$ cat src/rtl/mem_port_arbiter.sv
// Shares one single-port synchronous memory between the instruction-fetch and data buses.
// Data has priority; a streak counter forces a fetch grant after MAX_DSTREAK data wins.
module mem_port_arbiter #(
  parameter int ADDR_W      = 16,
  parameter int DATA_W      = 32,
  parameter int LATENCY     = 1,
  parameter int MAX_DSTREAK = 4
) (
  input  logic              clk,
  input  logic              rst_n,
  input  logic              i_req,
  input  logic [ADDR_W-1:0] i_addr,
  output logic [DATA_W-1:0] i_rdata,
  output logic              i_ack,
  input  logic              d_req,
  input  logic              d_we,
  input  logic [ADDR_W-1:0] d_addr,
  input  logic [DATA_W-1:0] d_wdata,
  output logic [DATA_W-1:0] d_rdata,
  output logic              d_ack,
  output logic              mem_en,
  output logic              mem_we,
  output logic [ADDR_W-1:0] mem_addr,
  output logic [DATA_W-1:0] mem_wdata,
  input  logic [DATA_W-1:0] mem_rdata,
  output logic              busy,
  output logic              owner
);

  localparam int CNT_W  = (LATENCY > 1) ? $clog2(LATENCY) : 1;
  localparam int STRK_W = (MAX_DSTREAK > 1) ? $clog2(MAX_DSTREAK + 1) : 1;

  typedef enum logic [1:0] {IDLE, ISSUE, WAIT, ACK} state_e;

  state_e              state_q;
  logic [CNT_W-1:0]    cnt_q;
  logic [STRK_W-1:0]   dstreak_q;
  logic [STRK_W-1:0]   dstreak_d;
  logic                grant_data_d;
  logic                mem_en_q;
  logic                mem_we_q;
  logic [ADDR_W-1:0]   mem_addr_q;
  logic [DATA_W-1:0]   mem_wdata_q;
  logic                i_ack_q;
  logic                d_ack_q;
  logic                busy_q;
  logic                owner_q;

  // Data wins any contention unless it has already won MAX_DSTREAK times in a row.
  always_comb begin
    grant_data_d = d_req && !(i_req && (dstreak_q == STRK_W'(MAX_DSTREAK)));
    dstreak_d    = '0;
    if (i_req) begin
      dstreak_d = (dstreak_q == STRK_W'(MAX_DSTREAK)) ? dstreak_q : dstreak_q + STRK_W'(1);
    end
  end

  always_ff @(posedge clk or negedge rst_n) begin
    if (!rst_n) begin
      state_q     <= IDLE;
      cnt_q       <= '0;
      dstreak_q   <= '0;
      mem_en_q    <= 1'b0;
      mem_we_q    <= 1'b0;
      mem_addr_q  <= '0;
      mem_wdata_q <= '0;
      i_ack_q     <= 1'b0;
      d_ack_q     <= 1'b0;
      busy_q      <= 1'b0;
      owner_q     <= 1'b0;
    end else begin
      mem_en_q <= 1'b0;
      i_ack_q  <= 1'b0;
      d_ack_q  <= 1'b0;
      case (state_q)
        IDLE: begin
          if (i_req || d_req) begin
            state_q  <= ISSUE;
            mem_en_q <= 1'b1;
            busy_q   <= 1'b1;
            owner_q  <= grant_data_d;
            if (grant_data_d) begin
              mem_addr_q  <= d_addr;
              mem_we_q    <= d_we;
              mem_wdata_q <= d_wdata;
              dstreak_q   <= dstreak_d;
            end else begin
              // Fetches are read-only; write data register is left untouched.
              mem_addr_q <= i_addr;
              mem_we_q   <= 1'b0;
              dstreak_q  <= '0;
            end
          end
        end
        ISSUE: begin
          cnt_q <= CNT_W'(LATENCY - 1);
          if (LATENCY == 1) begin
            state_q <= ACK;
            i_ack_q <= !owner_q;
            d_ack_q <= owner_q;
          end else begin
            state_q <= WAIT;
          end
        end
        WAIT: begin
          cnt_q <= cnt_q - CNT_W'(1);
          if (cnt_q == CNT_W'(1)) begin
            state_q <= ACK;
            i_ack_q <= !owner_q;
            d_ack_q <= owner_q;
          end
        end
        ACK: begin
          state_q <= IDLE;
          busy_q  <= 1'b0;
        end
        default: begin
          state_q <= IDLE;
          busy_q  <= 1'b0;
        end
      endcase
    end
  end

  assign mem_en    = mem_en_q;
  assign mem_we    = mem_we_q;
  assign mem_addr  = mem_addr_q;
  assign mem_wdata = mem_wdata_q;
  assign i_ack     = i_ack_q;
  assign d_ack     = d_ack_q;
  assign busy      = busy_q;
  assign owner     = owner_q;
  assign i_rdata   = mem_rdata;
  assign d_rdata   = mem_rdata;

endmodule
$ cat config.mk
export PLATFORM = sky130hd
export DESIGN_NAME = mem_port_arbiter
export DESIGN_NICKNAME = d
export VERILOG_FILES = /design/src/rtl/mem_port_arbiter.sv
export SDC_FILE = /design/constraint.sdc
export NUM_CORES = 1
export LEC_CHECK = 0
export CAP_MARGIN = 20
export CORE_MARGIN = 3
export CORE_UTILIZATION = 38
export DETAILED_ROUTE_END_ITERATION = 6
export PLACE_DENSITY = 0.87
export SLEW_MARGIN = 20
export SYNTH_ARGS = -nofsm -noshare
export SYNTH_HDL_FRONTEND = slang
export SYNTH_SLANG_ARGS = --single-unit
$ cat constraint.sdc
create_clock -name clk -period 4.05 [get_ports clk]
set_clock_uncertainty 0.1 [all_clocks]
set_input_delay 0.81 -clock clk [delete_from_list [all_inputs] [get_ports clk]]
set_output_delay 0.81 -clock clk [all_outputs]
set_load 0.02 [all_outputs]
==> impl_results.md <==
* Status: completed
* R2R Path End: mem_wdata[15]$_DFFE_PN0P_
* Crit start category: input pin
* Syn Nets at 380
* Crit path time final at 2750 ps
* Final HPWL DP at 5.16 mm
* Die width at 95.5 µm
* Largest net degree at the start of global routing at 35
* Reg2reg setup slack at 1720 ps
* CTS Buffer Depth at 2
* Mapped Area at 0.00305 mm²
* CP peak stage delay at 770 ps
* Netlist cell types at 29
* Hold path depth at 1
* CP max-delay cell: and3_2
* Final Hold Fails at 0
* Count of state elements after synthesis at 60
* Worst EP arrival at 2850 ps
* Hold_buf cts at 0
* Clk Latency, worst-skew pair at 320 ps
* Pins Over Slew Limit at 0
* Site Rows at 32
* Final nets at 439
* CP Max Fanout at 34
* Relative slew margins at 48.1%
* Total congestion overflow at 0
* Pre-CTS setup slack at 950 ps
* Die area at 0.00913 mm²
* Min-Delay Startpoint: mem_wdata[12]$_DFFE_PN0P_
* Gate power share at 48.7%
* Worst-path clk slew at 60 ps
* Critical Path End Type: register
* Starting Density at 39.2%
* Clock power share at 16.7%
* Vias in the first global route at 2239
* Number of flops mapped to enable cells by yosys at 0
* Fraction of layout cells with a size suffix above 1 at 7.14%
* First DRT Iteration DRCs at 67
* IO Pins at 219
* Top area cells in the synthesized netlist: dfrtp_1 49%, buf_4 16%, mux2_1 12%, nand2_1 4.2%, o211ai_1 3.9%
* HP Class: register to register
* Non-Filler Instances at 438
* Top cell type's share of synthesized area at 49.3%
* Drt pass-1 iters at 4
* Final setup margin at 1300 ps
* Die Y at 95.5 µm
* Antenna violations before repair at 0
* WS Path Type: input pin to register
* Sw frac at 36.8%
* DRC viols at 0
* RSZ-0062 raised after global routing: no
* Peak supply drop at 0.231 mV
* WL final at 7.01 mm
* P_int at 1.91 mW
* First-pass GRT wire length at 11.0 mm
* Setup bufs post-CTS at 0
* Reg power frac at 34.6%
* Post-Syn Instances at 272
* Worst path required time at 4150 ps
* Reg2Reg Depth at 5
* Avg WL per Cell at 16.0 µm
* CTS tree: yes
* Total GRT Usage at 15.9%
* Placer Congestion at 0.716
* Dpl cells at 422
* Diodes inserted at 0
* Psw at 1.11 mW
* Post-cts resize count at 0
* Worst Max-Slew Pin Slew at 779 ps
* Pwr/cell area at 749 mW/mm²
* Sink Count at 60
* H-tree Lvls at 3
* Via count at 2103
* Number of fill cells at 688
* Synth warnings at 0
* Syn avg cell area at 11.2 µm²
* Top cell type by total area after synthesis: dfrtp_1
* Area growth syn-to-layout at 32.7%
* Fin crit share at 67.9%
* Final setup viols at 0
* WHS Endpoint: mem_wdata[12]$_DFFE_PN0P_
* Num CTS Buffers at 9
* MaxCap Viol Count at 0
* Pleak at 1.69 nW
* Layout Utilization at 52.1%
* Core area at 0.00777 mm²
* Sequential element share of the synthesized area at 49.3%
* Critical path cell sequence: clkdlybuf4s50_1 > nand3_2 > and3_2 > mux2_1
* Root Buffer: clkbuf_8
* Number of nets still failing antenna checks after routing at 0
* Ys async rst share at 100%
* Setup TNS at 0 ps
* Reg2Reg Launch Point: dstreak_q[0]$_DFFE_PN0P_
* PortBufs at 122
* Fmax at 364 MHz
* Vias per cell at 4.80
* Predominant post-synthesis flop cell: dfrtp_1
how the worst max path moves through the flow:
stage                      from                        end  slack, ps  depth (start not counted)
after floorplan           i_req  mem_wdata[10]$_DFFE_PN0P_       2110                          5
after global placement    i_req   mem_wdata[9]$_DFFE_PN0P_       1040                          4
after detailed placement  i_req  mem_wdata[11]$_DFFE_PN0P_        950                          4
after CTS                 i_req  mem_wdata[26]$_DFFE_PN0P_       1310                          4
after global routing      i_req   mem_wdata[9]$_DFFE_PN0P_       1180                          4
final                     i_req  mem_wdata[15]$_DFFE_PN0P_       1300                          4
critical path: cells and delay by family:
kind	cells	cell delay, ps
muxes	1	390
and+or+nand+nor	2	1120
buffers and inverters	1	510
synthesized netlist by cell type (4+ instances only):
library cell	n
dfrtp_1	60
nand2_1	34
mux2_1	33
inv_1	6
nand4_1	17
buf_4	64
buf_6	4
ha_1	7
clkbuf_1	8
o211ai_1	16
layout by cell type, fill, tap and decap left out, drive strengths merged, types with 2 or more instances in the layout:
cell type / instances
a21oi: 2
buf: 5
clkbuf: 11
clkdlybuf4s50: 121
clkinv: 3
dfrtp: 60
ha: 7
inv: 7
mux2: 34
nand2: 34
nand4: 17
o211ai: 16
o21ai: 3
o22ai: 2
final cells by class:
cell class                      count  area (µm²)  share of cell area, %
Inverter                            7        26.3                  0.650
Sequential cell                    60        1500                   37.1
Clock inverter                      5        52.6                   1.30
Timing Repair Buffer              126        1250                   30.8
Multi-Input combinational cell    127         958                   23.7
Tap cell                          102         128                   3.16
Clock buffer                       11         131                   3.25
metrics by stage:
stage,power (mW),hold slack [ps],area (µm²)
2_1_floorplan,1.90,386,3050
3_3_place_gp,2.50,367,3860
3_5_place_dp,2.55,374,3860
4_1_cts,3.08,389,4040
5_1_grt,3.24,402,4040
6_report,3.03,384,4040
registers in the layout, summed over array words and instances (netlist names):
name and cells:
dstreak_q 3, mem_en 1, mem_addr 16, state_q 2, cnt_q 1, busy 1, i_ack 1, mem_we 1
d_ack 1, owner 1, mem_wdata 32
cells by family (layout without fill, tap and decap cells):
group | Yosys count | after routing | synth area share (%)
buf+inv | 85 | 149 | 19.4
flops | 60 | 60 | 49.3
simple gates | 58 | 58 | 9.28
mux | 35 | 35 | 12.9
compound gates | 26 | 26 | 5.96
fa+ha+maj | 7 | 7 | 2.87
xor+xnor | 1 | 1 | 0.288
power by group through the flow:
stage          Clock (mW)  Sequential [mW]  Combinational (mW)
5_1_grt             0.556             1.09                1.60
3_5_place_dp            0             1.06                1.49
6_report            0.505             1.05                1.48
4_1_cts             0.530             1.05                1.50
3_3_place_gp            0             1.05                1.45
2_1_floorplan           0             1.37               0.535
per-layer routing:
metal | up-vias | global-route usage (%) | wire length, µm
met3 | 29 | 3.95 | 700
met5 | - | 0 | 0
met1 | 986 | 18.7 | 2750
met2 | 106 | 25.9 | 3370
li1 | 982 | - | -
met4 | 0 | 9.72 | 190
Note: power is estimated with default switching activity, not from simulation.
